### src/rtl/alu_sched_pkg.sv
// rtl/alu_sched_pkg.sv - shared types and widths for the ALU scheduler
package alu_sched_pkg;

    localparam int OP_W    = 3;
    localparam int NUM_REQ = 2;
    // Wide enough for EXEC_CYCLES up to 15.
    localparam int CNT_W   = 4;

    typedef enum logic [1:0] {
        ST_IDLE = 2'd0,
        ST_EXEC = 2'd1,
        ST_RESP = 2'd2
    } state_t;

endpackage

### src/rtl/alu_sched_rr_arb2.sv
// rtl/alu_sched_rr_arb2.sv - two-requester round-robin grant selection
// Ports:
//   valid      - request valid per requester
//   last_grant - index of the requester served most recently
//   gnt_onehot - one-hot grant, all zero when nothing is valid
//   gnt_idx    - index of the granted requester (0 when nothing is valid)
module rr_arb2 (
    input  logic [1:0] valid,
    input  logic       last_grant,
    output logic [1:0] gnt_onehot,
    output logic       gnt_idx
);

    always_comb begin
        gnt_idx    = 1'b0;
        gnt_onehot = 2'b00;
        // On a tie the requester that was not served last wins.
        if (valid == 2'b11) begin
            gnt_idx = ~last_grant;
        end else if (valid[1]) begin
            gnt_idx = 1'b1;
        end
        if (|valid) begin
            gnt_onehot = gnt_idx ? 2'b10 : 2'b01;
        end
    end

endmodule

### src/rtl/alu_sched.sv
// rtl/alu_sched.sv - two-requester ALU operation scheduler (IDLE/EXEC/RESP)
// Ports:
//   clk, rst            - clock, synchronous active-high reset
//   req_valid, req_op   - per-requester request and packed opcodes {op1, op0}
//   req_ready           - accept strobe to the granted requester
//   src_sel, op_sel     - operand mux select and ALU opcode
//   ld_a, ld_b, ld_r    - operand A/B and result register load enables
//   resp_valid, resp_id - completed result and its owner
//   resp_ready          - consumer takes the result
//   busy                - scheduler not idle
module alu_sched
    import alu_sched_pkg::*;
#(
    parameter int EXEC_CYCLES = 1
) (
    input  logic                    clk,
    input  logic                    rst,
    input  logic [NUM_REQ-1:0]      req_valid,
    input  logic [NUM_REQ*OP_W-1:0] req_op,
    output logic [NUM_REQ-1:0]      req_ready,
    output logic                    src_sel,
    output logic [OP_W-1:0]         op_sel,
    output logic                    ld_a,
    output logic                    ld_b,
    output logic                    ld_r,
    output logic                    resp_valid,
    output logic                    resp_id,
    input  logic                    resp_ready,
    output logic                    busy
);

    localparam logic [CNT_W-1:0] CNT_LAST = CNT_W'(EXEC_CYCLES - 1);

    state_t           state;
    state_t           state_nxt;
    logic [CNT_W-1:0] cnt;
    logic [OP_W-1:0]  op_q;
    logic             g_q;
    logic             last_grant;
    logic [1:0]       gnt_onehot;
    logic             gnt_idx;
    logic             accept;
    logic             done;

    rr_arb2 u_arb (
        .valid      (req_valid),
        .last_grant (last_grant),
        .gnt_onehot (gnt_onehot),
        .gnt_idx    (gnt_idx)
    );

    assign op_sel = op_q;

    always_comb begin
        state_nxt  = state;
        req_ready  = '0;
        src_sel    = 1'b0;
        ld_a       = 1'b0;
        ld_b       = 1'b0;
        ld_r       = 1'b0;
        resp_valid = 1'b0;
        resp_id    = 1'b0;
        busy       = 1'b0;
        accept     = 1'b0;
        done       = 1'b0;
        case (state)
            ST_IDLE: begin
                // Accept and operand load happen on the same edge.
                if (|req_valid) begin
                    req_ready = gnt_onehot;
                    src_sel   = gnt_idx;
                    ld_a      = 1'b1;
                    ld_b      = 1'b1;
                    accept    = 1'b1;
                    state_nxt = ST_EXEC;
                end
            end
            ST_EXEC: begin
                busy = 1'b1;
                if (cnt == CNT_LAST) begin
                    ld_r      = 1'b1;
                    state_nxt = ST_RESP;
                end
            end
            ST_RESP: begin
                busy       = 1'b1;
                resp_valid = 1'b1;
                resp_id    = g_q;
                if (resp_ready) begin
                    done      = 1'b1;
                    state_nxt = ST_IDLE;
                end
            end
            default: state_nxt = ST_IDLE;
        endcase
        // Outputs are quiet for the whole reset cycle, not just after the edge.
        if (rst) begin
            req_ready  = '0;
            src_sel    = 1'b0;
            ld_a       = 1'b0;
            ld_b       = 1'b0;
            ld_r       = 1'b0;
            resp_valid = 1'b0;
            resp_id    = 1'b0;
            busy       = 1'b0;
            accept     = 1'b0;
            done       = 1'b0;
        end
    end

    always_ff @(posedge clk) begin
        if (rst) begin
            state      <= ST_IDLE;
            cnt        <= '0;
            op_q       <= '0;
            g_q        <= 1'b0;
            last_grant <= 1'b1;
        end else begin
            state <= state_nxt;
            if (accept) begin
                op_q <= gnt_idx ? req_op[OP_W +: OP_W] : req_op[0 +: OP_W];
                g_q  <= gnt_idx;
                cnt  <= '0;
            end else if (state == ST_EXEC) begin
                cnt <= cnt + 1'b1;
            end
            if (done) begin
                last_grant <= g_q;
            end
        end
    end

endmodule

### config.mk
export PLATFORM = sky130hd
export DESIGN_NAME = alu_sched
export DESIGN_NICKNAME = d
export VERILOG_FILES = /design/src/rtl/alu_sched_pkg.sv /design/src/rtl/alu_sched_rr_arb2.sv /design/src/rtl/alu_sched.sv
export SDC_FILE = /design/constraint.sdc
export NUM_CORES = 1
export LEC_CHECK = 0
export ABC_AREA = 1
export BUFFER_PORTS_ARGS = -buffer_cell sky130_fd_sc_hd__buf_4
export CAP_MARGIN = 20
export CORE_MARGIN = 2
export CORE_UTILIZATION = 50
export DETAILED_ROUTE_END_ITERATION = 8
export GPL_TIMING_DRIVEN = 0
export MAX_ROUTING_LAYER = met4
export PLACE_DENSITY = 0.78
export SETUP_SLACK_MARGIN = 0.1
export SYNTH_ARGS = -nofsm -noshare
export SYNTH_HDL_FRONTEND = slang
export SYNTH_SLANG_ARGS = --single-unit
export TNS_END_PERCENT = 10
### constraint.sdc
create_clock -name clk -period 3.9 [get_ports clk]
set_input_delay 0.39 -clock clk [delete_from_list [all_inputs] [get_ports clk]]
set_output_delay 0.39 -clock clk [all_outputs]
set_load 0.01 [all_outputs]
; ---- After elaboration in Yosys (flattened, before gate mapping)
; Cells that the tools add are included.
[word_totals]
reg_bits = 11
[classes]
reduce_logical = 6
n_eq_ne = 6
n_bitwise = 1
n_addsub = 1
n_mux = 29
[ops]
columns = operator, count
row1 = 1-bit 2-to-1 mux, 20
row2 = 2-bit 2-to-1 mux, 7
row3 = "2-bit != test, second input constant", 3
row4 = 2-bit one-hot mux with 3 select lines, 1
row5 = 2-bit OR reduction, 3
row6 = "4-bit by 1-bit adder with 4-bit output, second input constant", 1
row7 = "2-bit equality test, second input constant", 2
row8 = 4-bit logical NOT, 1
row9 = 3-bit 2-to-1 mux, 1
row10 = 3-bit AND reduction, 1
row11 = "2-bit by 1-bit equality test with 1-bit output, second input constant", 1
row12 = 2-bit logical NOT, 1
row13 = 1-bit NOT, 1

; ---- Logic depth before layout (Yosys ltp)
[depth]
ltp_word = 6
ltp_mapped = 8

; ---- Modules after synthesis
; A second synthesis with hierarchy kept.
[unflattened]
cells_unflattened = 102
hier_area_um2 = 688.2
[modules_own_cells]
columns = module, n_inst, seq_area_each_um2, area_per_inst_um2, cells_each
row1 = alu_sched, 1, 220.2, 663.1, 96
row2 = rr_arb2, 1, 0.0, 25.0, 6

; ---- Worst setup path after synthesis
; Ideal clock, no wire load.
[synth_timing]
path_type = register to output
from = register state[0]
to = output req_ready[1]
n_path_buf = 1
required_ps = 3510
stages_incl_launch_ff = 8
slack_ps = 2367
arrival_time_ps = 1143
path_cell_list = dfxtp_1 -> inv_1 -> ha_1 -> nand2_2 -> nor2_4 -> nand2_1 -> inv_1 -> buf_4
[synth_via]
elab_chain_len = 3
[synth_rtl]
columns = element, line
row1 = "start, declared", alu_sched.sv:34  ; state_t state;
row2 = "start signal, assigned", alu_sched.sv:119  ; state <= state_nxt;
row3 = 2-bit logical NOT, alu_sched.sv:66  ; case (state)
row4 = 2-bit 2-to-1 mux, alu_sched.sv:66
row5 = 2-bit 2-to-1 mux, alu_sched.sv:97  ; if (rst) begin
row6 = "end, declared", alu_sched.sv:20  ; output logic [NUM_REQ-1:0] req_ready,
; No other way between the ends.

; ---- Worst setup path in the final report
[layout_timing]
from = register state[1]
to = output req_ready[1]
; The elaborated chain is that of the path after synthesis.

==> impl_metrics.toml <==
[floorplanning]
design.portCount = 23
initial_core_util_pct = 52.7
die_h_um = 40.6
die-area_um2 = 1640
core_um2 = 1270
die_w_um = 40.6
core.rowCount = 13

[global_routing]
grt_antenna_before_repair = 0
grt_pass1_vias = 520
grt_overflow_total = 0
grt_max_degree = 9
track_usage_pct = 19.8
grt_pass1_wl_um = 1990

[worst_setup_path]
rr_endpoint = "state[1]"
cp_cell_sequence = "inv_1, ha_1, nand2_2, nor2_4, nand2_1, inv_1, buf_4, buf_4"
crit_arrival_ns = 1.55
r2r_slack_ns = 2.50
worst_ep_required_time_ns = 3.51
path_class = "reg2out"
r2r_start = "state[0]"
cp-start-kind = "flip-flop"
crit_end = "req_ready[1]"
cpMaxStageDelayCell = "dfxtp_1"
slowest_delay_ns = 0.33
worstRegToRegCells = 8
endpoint_kind = "output pin"
crit_fanout = 6
crit_start = "state[1]"

[routing]
drt_iter0_markers = 6
drtPass1Iterations = 4
detail-route-antenna-nets = 0
drc_errors = 0
wl_um = 1310
routed-via-count = 641
vias_per_cell = 4.75
wire_per_inst_um = 9.67

[timing]
finalSetupViolCount = 0
max_slew.worst_pin.slew_ns = 0.320
tns_ns = 0
fin_worst_skew_ns = 0.00451
finalHoldViolCount = 0
fin_crit_sh_pct = 49.7
min_period_ns = 1.94
rsz0062_at_grt = "no"
drv_slew = 0
slew_headroom_pct = 78.6
max_freq_mhz = 516

[yosys]
yosys.area_share.adder_pct = 13.1
synthDistinctLibCells = 17
synth_top_family_by_area = "simple AND/OR/NAND/NOR gates"
syn_area_per_cell_um2 = 7.11
ys_top_cells_by_count = "20 x nand2_1, 17 x inv_1, 11 x dfxtp_1"
netlist_area_um2 = 668
async_reset_ff_share_pct = 0
ys_warn_count = 0
synth_compound_area_share_pct = 10.7
syn_nets = 112
yosysTopAreaCell = "dfxtp_1"
ys_seq_area_share_pct = 33.0
synth_top_area_share_pct = 33.0
synth_edf_count = 0
synth_simple_gate_area_share_pct = 29.2
synthFlopType = "dfxtp_1"
synthMuxAreaShare_pct = 0
netlist_instances = 94
ys_ff_latch = 11
yosysMostFrequentCell = "nand2_1"
synth-xor-area-share_pct = 0
synth_area_leaders = "dfxtp_1 33%, ha_1 13%, nand2_1 11%"

[cts]
cts_made_buffers = 3
max-clock-path-buffers = 2
post_cts_buffers = 0
htree_levels = 1
hold_buffers = 0
worstSkewPairLatency_ns = 0.28
cts_tree = "built"
cts.reportedPaths.clkPinSlew_ns = 0.08
root_buffer = "clkbuf_4"
post_cts_resized = 0
cts.sinks = 11

[final_layout]
final_area_um2 = 878
diodes = 0
utilization_pct = 69.2
area_delta_synth_final_pct = 31.5
drive_gt1_share_pct = 30.0
fin_nets = 139

[power]
p_leak_nw = 0.468
power.total_mw = 0.476
power.density_nw_per_um2 = 542
vdd_drop_max_uv = 348

[status]
status = "completed"

[place]
port_buffers = 22
placedInstanceArea_um2 = 852
gp_congestion = 0.730
hpwl_um = 1090

[min_path]
min_path_type = "in2reg"

[run]
maxCapViolCount = 0
area by class of cell:
class	instances	area, um^2
inverter	19	71.3
clock buffer	4	26.3
multi-input combinational	61	354
buffer	3	22.5
timing repair buffer	22	165
fill	118	390
tap	15	18.8
sequential	11	220
worst min-delay path by stage:
stage / cells after the start / end / start / slack, ns
after global placement: 2 / op_sel[0] / op_sel[0] / 0.44
after detailed placement: 2 / op_sel[1] / op_sel[1] / 0.45
after CTS: 3 / op_sel[2] / req_op[2] / 0.37
after floorplan: 2 / cnt[2] / cnt[2] / 0.45
after global routing: 3 / op_sel[1] / req_op[1] / 0.37
final: 3 / op_sel[2] / req_op[2] / 0.37
per-stage QoR:
step	setup WS, ns	cells	hold WS, ns
floorplan	2.37	94	0.452
global placement	2.29	131	0.440
detailed placement	2.26	131	0.446
CTS	1.95	135	0.371
global route	1.84	135	0.370
finish	1.96	135	0.370
routing by layer:
metal  vias to the layer above  part of all wire (%)  GRT usage [%]
li1                        340                     -              -
met1                       285                    42           20.5
met2                        13                    52           32.9
met3                         3                   4.4           6.67
met4                         0                   1.5           10.0
met5                         -                     0              -
registers in the layout, summed over array words and instances (netlist names):
register and cells:
last_grant 1, state 2, cnt 4, g_q 1, op_sel 3
critical path: cells and delay by family (launching register included):
kind / cells / cell delay [ns]
AND/OR/NAND/NOR: 3 / 0.33
adder cells (fa/ha/maj): 1 / 0.20
buffers and inverters: 4 / 0.41
flip-flops: 1 / 0.33
cells in the final DEF, fill, tap and decap left out:
cell type	instances
nand2_1	20
nor2_1	10
buf_4	25
nor2_2	1
nand2_2	2
clkbuf_4	3
o21ai_0	1
ha_1	7
o211ai_1	4
inv_1	17
inv_2	2
nand3_1	5
a21boi_2	1
clkbuf_1	1
nor2_4	1
nor3_1	3
a21oi_1	5
dfxtp_1	11
nor3b_2	1
cells by family (layout without fill, tap and decap cells):
| group | Yosys count | count (layout) |
|---|---|---|
| compound gates | 11 | 11 |
| fa+ha+maj | 7 | 7 |
| buf+inv | 22 | 48 |
| flops | 11 | 11 |
| simple gates | 43 | 43 |
power breakdown:
group          internal [mW]  leakage [nW]  total (mW)  switching, mW
clock network         0.0397        0.0150      0.0816         0.0419
logic                  0.106         0.363       0.238          0.132
registers              0.138        0.0900       0.157         0.0187
total                  0.284         0.468       0.476          0.193
No activity file was read; power rests on OpenSTA's default activity.
